==> config.mk <==
export PLATFORM = sky130hd
export DESIGN_NAME = pipe_hold_sched_flat
export DESIGN_NICKNAME = d
export VERILOG_FILES = /design/src/rtl/pipe_hold_sched_pkg.sv /design/src/rtl/pipe_hold_sched_if.sv /design/src/rtl/pipe_hold_wdog.sv /design/src/rtl/pipe_hold_sched.sv /design/src/flat_wrapper.sv
export SDC_FILE = /design/constraint.sdc
export NUM_CORES = 1
export LEC_CHECK = 0
export BUFFER_PORTS_ARGS = -buffer_cell sky130_fd_sc_hd__buf_2
export CAP_MARGIN = 20
export CELL_PAD_IN_SITES_DETAIL_PLACEMENT = 0
export CELL_PAD_IN_SITES_GLOBAL_PLACEMENT = 2
export CORE_MARGIN = 4
export CORE_UTILIZATION = 28
export CTS_CLUSTER_SIZE = 28
export DETAILED_ROUTE_END_ITERATION = 8
export HOLD_SLACK_MARGIN = 0.08
export PLACE_DENSITY_LB_ADDON = 0.1
export SLEW_MARGIN = 20
export SYNTH_ARGS = -nofsm -noshare
export SYNTH_HDL_FRONTEND = slang
export SYNTH_SLANG_ARGS = --single-unit
==> constraint.sdc <==
create_clock -name clk -period 2.8 [get_ports clk]
set_input_delay 0.28 -clock clk [delete_from_list [all_inputs] [get_ports clk]]
set_output_delay 0.28 -clock clk [all_outputs]
set_load 0.01 [all_outputs]
==> src/rtl/pipe_hold_sched_pkg.sv <==
// Shared types and constants for the pipeline hold/flush scheduler.
// Hold codes and scheduler state encodings used by the core and its bench.
package pipe_hold_sched_pkg;

    localparam int INST_ADDR_WIDTH = 32;
    localparam int HOLD_FLAG_WIDTH = 3;

    localparam bit HOLD_ENABLE = 1'b1;
    localparam bit JUMP_ENABLE = 1'b1;

    typedef enum logic [HOLD_FLAG_WIDTH-1:0] {
        HOLD_NONE = 3'b000,
        HOLD_PC   = 3'b001,
        HOLD_IF   = 3'b010,
        HOLD_ID   = 3'b011
    } hold_t;

    typedef enum logic [1:0] {
        SCHED_RUN    = 2'd0,
        SCHED_FLUSH  = 2'd1,
        SCHED_DRAIN  = 2'd2,
        SCHED_HALTED = 2'd3
    } sched_state_t;

endpackage

==> src/rtl/pipe_hold_sched_if.sv <==
// Bundle between ex/rib/clint/jtag, the scheduler and pc_reg/pipeline registers.
// The master side drives requests; the slave side is the scheduler.
interface pipe_hold_sched_if;
    import pipe_hold_sched_pkg::*;

    logic                         jump_flag_i;
    logic [INST_ADDR_WIDTH-1:0]   jump_addr_i;
    logic                         hold_flag_ex_i;
    logic                         hold_flag_rib_i;
    logic                         hold_flag_clint_i;
    logic                         jtag_halt_req_i;
    logic                         jtag_resume_req_i;
    logic [HOLD_FLAG_WIDTH-1:0]   hold_flag_o;
    logic                         jump_flag_o;
    logic [INST_ADDR_WIDTH-1:0]   jump_addr_o;
    logic                         halted_o;
    logic                         rib_timeout_o;

    modport master (
        output jump_flag_i, jump_addr_i, hold_flag_ex_i, hold_flag_rib_i,
               hold_flag_clint_i, jtag_halt_req_i, jtag_resume_req_i,
        input  hold_flag_o, jump_flag_o, jump_addr_o, halted_o, rib_timeout_o
    );

    modport slave (
        input  jump_flag_i, jump_addr_i, hold_flag_ex_i, hold_flag_rib_i,
               hold_flag_clint_i, jtag_halt_req_i, jtag_resume_req_i,
        output hold_flag_o, jump_flag_o, jump_addr_o, halted_o, rib_timeout_o
    );

endinterface

==> src/rtl/pipe_hold_wdog.sv <==
// Rib bus-stall watchdog: counts consecutive rib-hold cycles and emits a
// single registered pulse when the count reaches RIB_TIMEOUT-1.
module pipe_hold_wdog #(
    parameter int RIB_TIMEOUT = 256
) (
    input  logic clk,
    input  logic rst,
    input  logic rib_hold,
    output logic timeout
);

    localparam logic [15:0] LIMIT    = 16'(RIB_TIMEOUT - 1);
    localparam logic [15:0] PRE_LIMIT = 16'(RIB_TIMEOUT - 2);

    logic [15:0] cnt;

    // Counter saturates at LIMIT, so PRE_LIMIT is crossed only once per stall.
    always_ff @(posedge clk or negedge rst) begin
        if (!rst) begin
            cnt     <= 16'd0;
            timeout <= 1'b0;
        end else if (!rib_hold) begin
            cnt     <= 16'd0;
            timeout <= 1'b0;
        end else begin
            timeout <= (cnt == PRE_LIMIT);
            if (cnt != LIMIT) begin
                cnt <= cnt + 16'd1;
            end
        end
    end

endmodule

==> src/rtl/pipe_hold_sched.sv <==
// Pipeline hold/flush scheduler: arbitrates stall sources into one hold code,
// stretches jump flushes and runs the jtag halt/drain/resume handshake.
module pipe_hold_sched
    import pipe_hold_sched_pkg::*;
#(
    parameter int FLUSH_CYCLES = 2,
    parameter int DRAIN_CYCLES = 3,
    parameter int RIB_TIMEOUT  = 256
) (
    input  logic               clk,
    input  logic               rst,
    pipe_hold_sched_if.slave   bus
);

    if (FLUSH_CYCLES < 0 || FLUSH_CYCLES > 15) begin : g_bad_flush
        $error("FLUSH_CYCLES out of range 0..15");
    end
    if (DRAIN_CYCLES < 1 || DRAIN_CYCLES > 15) begin : g_bad_drain
        $error("DRAIN_CYCLES out of range 1..15");
    end
    if (RIB_TIMEOUT < 2 || RIB_TIMEOUT > 65535) begin : g_bad_timeout
        $error("RIB_TIMEOUT out of range 2..65535");
    end

    localparam bit         FLUSH_EN   = (FLUSH_CYCLES > 0);
    localparam logic [3:0] FLUSH_LOAD = 4'(FLUSH_CYCLES - 1);
    localparam logic [3:0] DRAIN_LOAD = 4'(DRAIN_CYCLES - 1);

    sched_state_t state;
    logic [3:0]   cnt;
    logic         halted;
    hold_t        hold;

    logic jump, ex_hold, rib_hold, clint_hold, halt_req, resume_req;

    assign jump       = (bus.jump_flag_i == JUMP_ENABLE);
    assign ex_hold    = (bus.hold_flag_ex_i == HOLD_ENABLE);
    assign rib_hold   = (bus.hold_flag_rib_i == HOLD_ENABLE);
    assign clint_hold = (bus.hold_flag_clint_i == HOLD_ENABLE);
    assign halt_req   = bus.jtag_halt_req_i;
    assign resume_req = bus.jtag_resume_req_i;

    always_ff @(posedge clk or negedge rst) begin
        if (!rst) begin
            state  <= SCHED_RUN;
            cnt    <= 4'd0;
            halted <= 1'b0;
        end else begin
            halted <= 1'b0;
            case (state)
                SCHED_RUN: begin
                    // A jump beats a halt; the level halt request is retaken on return.
                    if (jump && FLUSH_EN) begin
                        state <= SCHED_FLUSH;
                        cnt   <= FLUSH_LOAD;
                    end else if (halt_req && !clint_hold) begin
                        state <= SCHED_DRAIN;
                        cnt   <= DRAIN_LOAD;
                    end
                end
                SCHED_FLUSH: begin
                    if (jump) begin
                        cnt <= FLUSH_LOAD;
                    end else if (cnt == 4'd0) begin
                        state <= SCHED_RUN;
                    end else begin
                        cnt <= cnt - 4'd1;
                    end
                end
                SCHED_DRAIN: begin
                    if (jump) begin
                        state <= FLUSH_EN ? SCHED_FLUSH : SCHED_RUN;
                        cnt   <= FLUSH_LOAD;
                    end else if (!halt_req) begin
                        state <= SCHED_RUN;
                    end else if (cnt == 4'd0 && !ex_hold && !rib_hold) begin
                        state <= SCHED_HALTED;
                    end else if (cnt != 4'd0) begin
                        cnt <= cnt - 4'd1;
                    end
                end
                SCHED_HALTED: begin
                    if (resume_req) begin
                        state <= SCHED_RUN;
                    end else begin
                        halted <= 1'b1;
                    end
                end
                default: state <= SCHED_RUN;
            endcase
        end
    end

    always_comb begin
        hold = HOLD_NONE;
        if (jump || ex_hold || clint_hold ||
            state == SCHED_FLUSH || state == SCHED_HALTED) begin
            hold = HOLD_ID;
        end else if (rib_hold || state == SCHED_DRAIN) begin
            hold = HOLD_PC;
        end
    end

    pipe_hold_wdog #(
        .RIB_TIMEOUT(RIB_TIMEOUT)
    ) u_wdog (
        .clk      (clk),
        .rst      (rst),
        .rib_hold (rib_hold),
        .timeout  (bus.rib_timeout_o)
    );

    assign bus.hold_flag_o = hold;
    assign bus.jump_flag_o = jump;
    assign bus.jump_addr_o = bus.jump_addr_i;
    assign bus.halted_o    = halted;

endmodule

==> src/flat_wrapper.sv <==
// flat-port wrapper written by rule: the top's interface ports become plain ports
module pipe_hold_sched_flat import pipe_hold_sched_pkg::*;
#(
    parameter int FLUSH_CYCLES = 2,
    parameter int DRAIN_CYCLES = 3,
    parameter int RIB_TIMEOUT  = 256
)
  (clk, rst, bus_jump_flag_i, bus_jump_addr_i, bus_hold_flag_ex_i, bus_hold_flag_rib_i, bus_hold_flag_clint_i, bus_jtag_halt_req_i, bus_jtag_resume_req_i, bus_hold_flag_o, bus_jump_flag_o, bus_jump_addr_o, bus_halted_o, bus_rib_timeout_o);
  pipe_hold_sched_if bus_i ();
  input  logic clk;
  input  logic rst;
  input wire logic [$bits(bus_i.jump_flag_i)-1:0] bus_jump_flag_i;
  input wire logic [$bits(bus_i.jump_addr_i)-1:0] bus_jump_addr_i;
  input wire logic [$bits(bus_i.hold_flag_ex_i)-1:0] bus_hold_flag_ex_i;
  input wire logic [$bits(bus_i.hold_flag_rib_i)-1:0] bus_hold_flag_rib_i;
  input wire logic [$bits(bus_i.hold_flag_clint_i)-1:0] bus_hold_flag_clint_i;
  input wire logic [$bits(bus_i.jtag_halt_req_i)-1:0] bus_jtag_halt_req_i;
  input wire logic [$bits(bus_i.jtag_resume_req_i)-1:0] bus_jtag_resume_req_i;
  output wire logic [$bits(bus_i.hold_flag_o)-1:0] bus_hold_flag_o;
  output wire logic [$bits(bus_i.jump_flag_o)-1:0] bus_jump_flag_o;
  output wire logic [$bits(bus_i.jump_addr_o)-1:0] bus_jump_addr_o;
  output wire logic [$bits(bus_i.halted_o)-1:0] bus_halted_o;
  output wire logic [$bits(bus_i.rib_timeout_o)-1:0] bus_rib_timeout_o;
  assign bus_i.jump_flag_i = bus_jump_flag_i;
  assign bus_i.jump_addr_i = bus_jump_addr_i;
  assign bus_i.hold_flag_ex_i = bus_hold_flag_ex_i;
  assign bus_i.hold_flag_rib_i = bus_hold_flag_rib_i;
  assign bus_i.hold_flag_clint_i = bus_hold_flag_clint_i;
  assign bus_i.jtag_halt_req_i = bus_jtag_halt_req_i;
  assign bus_i.jtag_resume_req_i = bus_jtag_resume_req_i;
  assign bus_hold_flag_o = bus_i.hold_flag_o;
  assign bus_jump_flag_o = bus_i.jump_flag_o;
  assign bus_jump_addr_o = bus_i.jump_addr_o;
  assign bus_halted_o = bus_i.halted_o;
  assign bus_rib_timeout_o = bus_i.rib_timeout_o;
  pipe_hold_sched #(.FLUSH_CYCLES(FLUSH_CYCLES), .DRAIN_CYCLES(DRAIN_CYCLES), .RIB_TIMEOUT(RIB_TIMEOUT)) u_core (.clk(clk), .rst(rst), .bus(bus_i));
endmodule
==> results of run 1 <==
## state kept, by name, indices dropped and copies added (netlist names)
register,cells
u_core.bus.halted_o,1
u_core.cnt,4
u_core.state,2
u_core.u_wdog.cnt,16
u_core.u_wdog.timeout,1
## area by class of cell
type | count | area (µm²)
tap | 72 | 90.1
clock buffer | 3 | 41.3
clock inverter | 1 | 30.0
fill | 594 | 4050
timing repair buffer | 13 | 70.1
inverter | 10 | 37.5
multi-input combinational | 106 | 759
sequential | 24 | 601
## stage by stage
step | instances | total power [mW]
6_report | 229 | 1.12
5_1_grt | 229 | 1.20
4_1_cts | 229 | 1.13
3_5_place_dp | 224 | 0.813
3_3_place_gp | 224 | 0.818
2_1_floorplan | 180 | 0.769
## kinds of logic (layout without fill, tap and decap cells)
logic type / count (synthesis) / count (layout) / share of synthesized area [%]
other cells: 1 / 1 / 0.223
fa+ha+maj: 9 / 9 / 6.68
compound gates: 29 / 29 / 11.4
flops: 24 / 24 / 35.6
mux: 6 / 6 / 3.93
buf+inv: 50 / 27 / 19.3
xor+xnor: 7 / 7 / 3.64
simple gates: 54 / 54 / 19.2
## worst paths after layout
path                       slack, ps  cells after the start                   end
max                              800                      6    bus_hold_flag_o[0]
min                              180                      2   u_core.bus.halted_o
max reg2reg                      840                      6         u_core.cnt[1]
min reg2reg                      530                      1         u_core.cnt[3]
max in group asynchronous       1890                      2       u_core.state[1]
min in group asynchronous        520                      2  u_core.u_wdog.cnt[1]
## layout by cell type, fill, tap and decap left out, types with 6 or more instances in the layout
cell,n
dfrtp_1,24
buf_2,12
inv_1,10
nor2_1,10
ha_1,9
nand2_1,6
nand4_1,6
nand3_1,6
o21ai_0,6
a21oi_1,6
## worst max-delay path, delay by kind of cell, from the launching register on
family	cells	cell delay, ps
AND/OR/NAND/NOR	3	570
adder cells (fa/ha/maj)	1	230
buffers and inverters	2	240
flip-flops	1	410
## power by group
part / switching (mW) / total [mW] / internal [mW]
sequential: 0.0423 / 0.432 / 0.389
combinational: 0.193 / 0.370 / 0.177
clock: 0.124 / 0.315 / 0.191
total: 0.359 / 1.12 / 0.757
## metal layers
layer | routed length, µm | part of all wire, % | up-vias
li1 | - | - | 553
met1 | 1830 | 49 | 547
met2 | 1490 | 40 | 44
met3 | 241 | 6.5 | 26
met4 | 141 | 3.8 | 0
met5 | 0 | 0 | -
==> impl_metrics.toml, run 1 <==
[job]
maxCapViolCount = 0

[synth]
syn_area_per_cell_um2 = 9.36
seq_area_frac_synth_pct = 35.6
syn-num-nets = 229
syn-cell-area_mm2 = 0.00169
yosys.area.top_type_share_pct = 35.6
synth_area_leaders = "dfrtp_1, buf_4, ha_1"
synth.distinct_cells = 43
yosysMostFrequentCell = "buf_4"
ys.flop_type = "dfrtp_1"
synth_seq_cells = 24
ys_async_sr_fraction_pct = 100
synth_commonest_cells = "buf_4, dfrtp_1, inv_1, nor2_1, ha_1"
synth-edff-count = 0
yosys.area.top_type = "dfrtp_1"
synth_warnings = 0
syn_inst = 180

[cells_and_area]
area_growth_syn_to_layout_pct = -3.34
antenna_cells = 0
fin_nets = 207
final_util_pct = 28.7
finalInstanceArea_mm2 = 0.00163
layout-drive-gt1-share_pct = 14.0

[floorplan]
core-area_mm2 = 0.00568
pin_count = 78
die-area_mm2 = 0.00732
fp.dieH_um = 85.6
die_w_um = 85.6
start_util_pct = 29.7
num_rows = 27

[timing]
setup_viol = 0
hold_slack_ps = 182
finalClockSkew_ps = 13.0
grt_setup_unrepaired = "false"
hold_viol = 0
slew_headroom_pct = 61.9
worstMarginPinSlew_ps = 572
fmax_mhz = 500
slew_violations = 0
fin_crit_ps = 2000
fin_ws_ps = 798
setup_tns_ps = 0
layout_worst_path_cycle_share_pct = 71.5

[global_routing]
grt_use_met1_pct = 14.4
grt-ovfl-total = 0
grt_use_met3_pct = 1.54
grt_pass1_wl_um = 6220
grt_pass1_vias = 1281
grt_antenna_before_repair = 0
grt.total_usage_pct = 10.4
busiest_layer = "met2"
grt_use_met2_pct = 15.0
grt_max_degree = 25

[critical_path]
crit_path_end_kind = "output pin"
cp_cell_sequence = "inv_1 -> ha_1 -> nor4_1 -> nand2_1 -> or3_1 -> buf_2"
slowest_delay_ps = 410
critPathLaunch = "u_core.state[1]"
cp-start-kind = "flip-flop"
critPathMaxFanout = 4
crit_slowest_cell = "dfrtp_1"
crit_required_ps = 2520
setup.worst_path.class = "flip-flop to output pin"
r2r-start = "u_core.state[0]"
worstPathArrival_ps = 1720

[drt]
wl_per_cell_um = 16.1
routed_via_density = 5.11
routed-via-count = 1170
drtAntennaViolNets = 0
drc = 0
first_pass_iters = 4
route.final.wire_length_um = 3700
drt-initial-drc-count = 32

[clock_network]
worst_skew_pair.late_latency_ps = 280
cts-resized-gates = 0
htreeDepth = 1
cts-root-buf = "clkbuf_8"
post_cts_buffers = 0
path_clk_slew_ps = 90
cts_buffers = 3
cts_buffer_depth = 2
cts_tree = "yes"
cts.sink_count = 24
holdBufCountCts = 1

[placed_design]
gp_congestion = 0.782
post-place-ws_ps = 874
placed_cell_area_mm2 = 0.00155
hpwl_um = 2750
portBuffers = 12

[hold_path]
hp-class = "input port to flip-flop"
hp-start = "bus_jtag_resume_req_i"

[pwr]
p_per_area_mw_per_mm2 = 686
peakVddDrop_v = 0.000299
leakage_nw = 0.719

[run_status]
status = "finished clean"
Power figures use the tool's default switching activity.
==> run 2, diff against run 1 <==
--- a/config.mk
+++ b/config.mk
@@ -5,12 +5,13 @@
 export SDC_FILE = /design/constraint.sdc
 export NUM_CORES = 1
 export LEC_CHECK = 0
+export ABC_AREA = 1
 export BUFFER_PORTS_ARGS = -buffer_cell sky130_fd_sc_hd__buf_2
 export CAP_MARGIN = 20
 export CELL_PAD_IN_SITES_DETAIL_PLACEMENT = 0
 export CELL_PAD_IN_SITES_GLOBAL_PLACEMENT = 2
 export CORE_MARGIN = 4
-export CORE_UTILIZATION = 28
+export CORE_UTILIZATION = 25
 export CTS_CLUSTER_SIZE = 28
 export DETAILED_ROUTE_END_ITERATION = 8
 export HOLD_SLACK_MARGIN = 0.08
==> constraint.sdc (replaced) <==
create_clock -name clk -period 2.1 [get_ports clk]
set_input_delay 0.21 -clock clk [delete_from_list [all_inputs] [get_ports clk]]
set_output_delay 0.21 -clock clk [all_outputs]
set_load 0.01 [all_outputs]
==> impl_metrics.toml, run 2 <==
[timing]
fin_crit_ps = 1730
setup_viol = 0
hold_viol = 0
worstMarginPinSlew_ps = 586
setup_tns_ps = 0
slew_violations = 0
hold_slack_ps = 93.8
slew_headroom_pct = 60.9
grt_setup_unrepaired = "false"
layout_worst_path_cycle_share_pct = 82.6
finalClockSkew_ps = 2.11
fmax_mhz = 577

[synth]
synth_commonest_cells = "nand2_1, buf_4, nor2_1"
synth_warnings = 0
synth_area_leaders = "dfrtp_1, nand2_1, buf_4"
syn-cell-area_mm2 = 0.00188
syn-num-nets = 317
syn_inst = 268
yosys.area.top_type = "dfrtp_1"
syn_area_per_cell_um2 = 7.03
seq_area_frac_synth_pct = 31.9
ys.flop_type = "dfrtp_1"
yosysMostFrequentCell = "nand2_1"
synth-edff-count = 0
synth_seq_cells = 24
ys_async_sr_fraction_pct = 100
yosys.area.top_type_share_pct = 31.9
synth.distinct_cells = 23

[clock_network]
htreeDepth = 1
worst_skew_pair.late_latency_ps = 270
cts-root-buf = "clkbuf_8"
cts_buffers = 3
cts_tree = "yes"
cts-resized-gates = 0
path_clk_slew_ps = 90
cts_buffer_depth = 2
cts.sink_count = 24

[floorplan]
die-area_mm2 = 0.00899
num_rows = 31
pin_count = 78
start_util_pct = 25.8
fp.dieH_um = 94.8
core-area_mm2 = 0.00729
die_w_um = 94.8

[placed_design]
gp_congestion = 0.727
placed_cell_area_mm2 = 0.00181
hpwl_um = 3420
portBuffers = 12

[cells_and_area]
layout-drive-gt1-share_pct = 14.8
finalInstanceArea_mm2 = 0.00187
fin_nets = 301
largest_register_ffs = 16
top_register = "u_core.u_wdog.cnt"
antenna_cells = 0
final_common_cell = "nand2_1"
final_cell_mix = "nand2_1, nor2_1, inv_1, nand3_1, dfrtp_1"
top_regs = "u_core.u_wdog.cnt (16), u_core.cnt (4), u_core.state (2)"
fill_cells = 851
area_growth_syn_to_layout_pct = -0.930

[drt]
routed_via_density = 4.11
routed-via-count = 1436
drc = 0
wl_per_cell_um = 12.6
route.final.wire_length_um = 4410
drtAntennaViolNets = 0
drt-initial-drc-count = 63
first_pass_iters = 4

[critical_path]
critPathBufInv = 2
crit_required_ps = 1890
crit_slowest_cell = "dfrtp_1"
critPathTopFamily = "flip-flops"
worstPathArrival_ps = 1520
crit_path_end_kind = "output pin"
cp-start-kind = "flip-flop"
cp_cell_sequence = "inv_1 -> ha_1 -> nor3_1 -> nand3_1 -> nor2_1 -> nand2_1 -> buf_2"
critPathMaxFanout = 4
slowest_delay_ps = 400
setup.worst_path.class = "flip-flop to output pin"

[global_routing]
grt_antenna_before_repair = 0
grt_pass1_vias = 1471
grt_max_degree = 25
grt.total_usage_pct = 10.6
grt_pass1_wl_um = 7250
grt-ovfl-total = 0

[job]
maxCapViolCount = 0

[pwr]
comb_power_share_pct = 37.0
power_frac_seq_pct = 42.0
p_per_area_mw_per_mm2 = 737
p_sw_share_pct = 39.4
internal-power_mw = 0.833
p_sw_mw = 0.542
peakVddDrop_v = 0.000243
power_mw = 1.38
leakage_nw = 0.894
p_clk_share_pct = 20.9

[run_status]
status = "finished clean"

[hold_path]
hp-class = "input port to flip-flop"
[run 2: per-layer routing]
metal  vias up  routed length, µm  part of all wire, %  GRT usage [%]
met4         0                 52                  1.2           3.25
li1        765                  -                    -              -
met5         -                  0                    0              0
met2        21               2130                   48           18.3
met1       645               2100                   48           13.4
met3         5                131                  3.0           1.91
[run 2: cells by family (layout without fill, tap and decap cells)]
group           count (synthesis)  count (layout)  synth area share [%]
other cells                     1               1                 0.199
simple gates                  157             157                  38.8
fa+ha+maj                       9               9                  5.98
buf+inv                        66              48                  20.1
compound gates                 11              11                  3.06
flops                          24              24                  31.9
[run 2: worst paths after layout]
kind	startpoint	endpoint	slack, ps	cells after the start
worst min-delay path	bus_jtag_resume_req_i	u_core.bus.halted_o	90	2
worst max register to register	u_core.u_wdog.cnt[0]	u_core.u_wdog.cnt[0]	560	8
max in group asynchronous	rst	u_core.cnt[2]	1250	2
worst min register to register	u_core.u_wdog.cnt[15]	u_core.u_wdog.cnt[15]	530	3
min in group asynchronous	rst	u_core.u_wdog.timeout	460	2
worst max-delay path	u_core.state[1]	bus_hold_flag_o[0]	370	7
[run 2: layout make-up]
| class | count | area (µm²) | share of cell area (%) |
|---|---|---|---|
| clock buffers | 3 | 41.3 | 2.21 |
| inverters | 31 | 118 | 6.30 |
| multi-input cells | 178 | 905 | 48.5 |
| flip-flops and latches | 24 | 601 | 32.2 |
| well taps | 99 | 124 | 6.64 |
| repair buffers | 14 | 77.6 | 4.16 |
[run 2: power by group through the flow]
stage | Combinational [mW] | Clock [mW] | Sequential [mW]
2_1_floorplan | 0.453 | 0 | 0.574
3_3_place_gp | 0.536 | 0 | 0.589
3_5_place_dp | 0.526 | 0 | 0.588
4_1_cts | 0.527 | 0.313 | 0.580
5_1_grt | 0.599 | 0.334 | 0.590
6_report | 0.509 | 0.288 | 0.578
[run 2: per-stage QoR]
step	util, %	setup slack [ps]	cells
2_1_floorplan	-	764	268
5_1_grt	25.6	191	349
3_5_place_dp	24.9	549	345
3_3_place_gp	24.9	582	345
6_report	25.6	366	349
4_1_cts	25.6	327	349
[run 2: what timing repair did]
item / in CTS / in global routing
setup buffers: 0 / 0
hold buffers: 1 / 0
endpoints found under the hold margin: 24 / 0
endpoints found under the setup margin: 0 / 0
==> run 3, diff against run 2 <==
--- a/config.mk
+++ b/config.mk
@@ -5,13 +5,13 @@
 export SDC_FILE = /design/constraint.sdc
 export NUM_CORES = 1
 export LEC_CHECK = 0
-export ABC_AREA = 1
+export ABC_AREA = 0
 export BUFFER_PORTS_ARGS = -buffer_cell sky130_fd_sc_hd__buf_2
 export CAP_MARGIN = 20
 export CELL_PAD_IN_SITES_DETAIL_PLACEMENT = 0
 export CELL_PAD_IN_SITES_GLOBAL_PLACEMENT = 2
 export CORE_MARGIN = 4
-export CORE_UTILIZATION = 25
+export CORE_UTILIZATION = 24
 export CTS_CLUSTER_SIZE = 28
 export DETAILED_ROUTE_END_ITERATION = 8
 export HOLD_SLACK_MARGIN = 0.08
==> constraint.sdc (replaced) <==
create_clock -name clk -period 1.55 [get_ports clk]
set_input_delay 0.155 -clock clk [delete_from_list [all_inputs] [get_ports clk]]
set_output_delay 0.155 -clock clk [all_outputs]
set_load 0.01 [all_outputs]
==> impl_metrics.toml, run 3 (synthesized netlist as in run 1, its figures left out) <==
[drt]
drtAntennaViolNets = 0
route.final.wire_length_um = 4350
drc = 0
wl_per_cell_um = 14.7
routed_via_density = 4.53
routed-via-count = 1341
drt-initial-drc-count = 37
first_pass_iters = 4

[cells_and_area]
top_register = "u_core.u_wdog.cnt"
final_common_cell = "buf_4"
largest_register_ffs = 16
fin_nets = 250
area_growth_syn_to_layout_pct = 24.1
final_cell_mix = "buf_4, dfrtp_1, buf_2, nor2_1"
fill_cells = 714
antenna_cells = 0
final_cell_count_no_fill = 296
seqCellArea_um2 = 602
multiInputGateArea_um2 = 863
top_regs = "u_core.u_wdog.cnt (16), u_core.cnt (4), u_core.state (2)"
layout-drive-gt1-share_pct = 42.5

[critical_path]
cp_cell_sequence = "buf_6 -> ha_4 -> and3b_1 -> a2bb2oi_1 -> a311o_1 -> mux2_4"
crit_path_end_kind = "flip-flop"
slowest_delay_ps = 450
worstPathArrival_ps = 1930
crit_required_ps = 1720
cp-start-kind = "flip-flop"
setup.worst_path.class = "flip-flop to flip-flop"
critPathMaxFanout = 6
crit_slowest_cell = "dfrtp_2"
reg2reg_depth = 6

[pwr]
peakVddDrop_v = 0.000595
leakage_nw = 0.944
p_per_area_mw_per_mm2 = 1120

[run_status]
violations = "negative setup slack"
status = "finished, violations left"

[global_routing]
grt.total_usage_pct = 10.4
grt_antenna_before_repair = 0
grt_pass1_vias = 1401
grt-ovfl-total = 0
grt_max_degree = 25
grt_pass1_wl_um = 7130

[clock_network]
path_clk_slew_ps = 100
cts_buffers = 3
cts_tree = "yes"
worst_skew_pair.late_latency_ps = 270
cts-root-buf = "clkbuf_8"
cts.sink_count = 24
cts_buffer_depth = 2
htreeDepth = 1

[timing]
layout_worst_path_cycle_share_pct = 114
slew_headroom_pct = 60.4
hold_viol = 0
grt_setup_unrepaired = "true"
setup_viol = 8
slew_violations = 0
finalClockSkew_ps = 11.2
worstMarginPinSlew_ps = 594
fin_ws_ps = -210
fmax_mhz = 568
fin_crit_ps = 1760

[floorplan]
die-area_mm2 = 0.00843
pin_count = 78
start_util_pct = 24.8
die_w_um = 91.8
fp.dieH_um = 91.8
num_rows = 30
core-area_mm2 = 0.00679

[placed_design]
portBuffers = 12
post-place-ws_ps = -119
hpwl_um = 3470
gp_congestion = 0.751
dpl.cell_count = 288

[hold_path]
hp-class = "input port to flip-flop"
min_path_cells = 3

[job]
maxCapViolCount = 0
[run 3: critical path, delay by kind of cell, from the launching register on]
family,cells,cell delay [ps]
flops,1,450
simple gates,1,160
buf+inv,1,130
fa+ha+maj,1,170
mux,1,310
compound gates,2,450
[run 3: layout make-up]
type	instances	share of cell area [%]
Sequential cell	24	28.8
Tap cell	96	5.74
Multi-Input combinational cell	106	41.3
Inverter	10	1.79
Timing Repair Buffer	56	19.8
Clock buffer	4	2.63
[run 3: metrics by stage]
| step | hold WS [ps] | area (µm²) | TNS, ps | power, mW | utilization (%) |
|---|---|---|---|---|---|
| 6_report | 180 | 2090 | -1130 | 2.35 | 30.8 |
| 4_1_cts | 175 | 2030 | -1330 | 2.36 | 29.9 |
| 2_1_floorplan | -141 | 1710 | -87.3 | 1.44 | - |
| 3_3_place_gp | 196 | 1900 | -350 | 1.80 | 28.0 |
| 5_1_grt | 177 | 2090 | -1730 | 2.53 | 30.8 |
| 3_5_place_dp | 202 | 1900 | -436 | 1.81 | 28.0 |
[run 3: worst paths after layout]
kind,from,to,slack [ps]
worst max-delay path,u_core.state[1],u_core.state[1],-210
worst min-delay path,bus_jtag_resume_req_i,u_core.bus.halted_o,180
worst max register to register,u_core.state[1],u_core.state[1],-210
worst min register to register,u_core.u_wdog.cnt[15],u_core.u_wdog.cnt[15],580
max in group asynchronous,rst,u_core.state[1],720
min in group asynchronous,rst,u_core.u_wdog.cnt[4],410
[run 3: layer usage]
metal	GRT usage, %	up-vias	routed length, µm
met4	4.08	0	69
met1	12.0	649	1780
met3	4.27	6	430
met5	0	-	0
li1	-	639	-
met2	17.3	47	2070
[run 3: timing repair]
item / in CTS / in global routing
cloned: 0 / 0
gates resized for setup: 10 / 12
hold endpoints to repair: 24 / 0
setup buffers: 3 / 1
hold buffers: 1 / 0
endpoints found under the setup margin: 8 / 14
pin swaps: 3 / 1
[run 3: where the power goes]
group | internal, mW | leakage (nW) | switching (mW) | total (mW)
Clock | 0.227 | 0.0288 | 0.215 | 0.443
Sequential | 0.705 | 0.324 | 0.0764 | 0.782
Combinational | 0.646 | 0.591 | 0.480 | 1.13
Total | 1.58 | 0.944 | 0.772 | 2.35
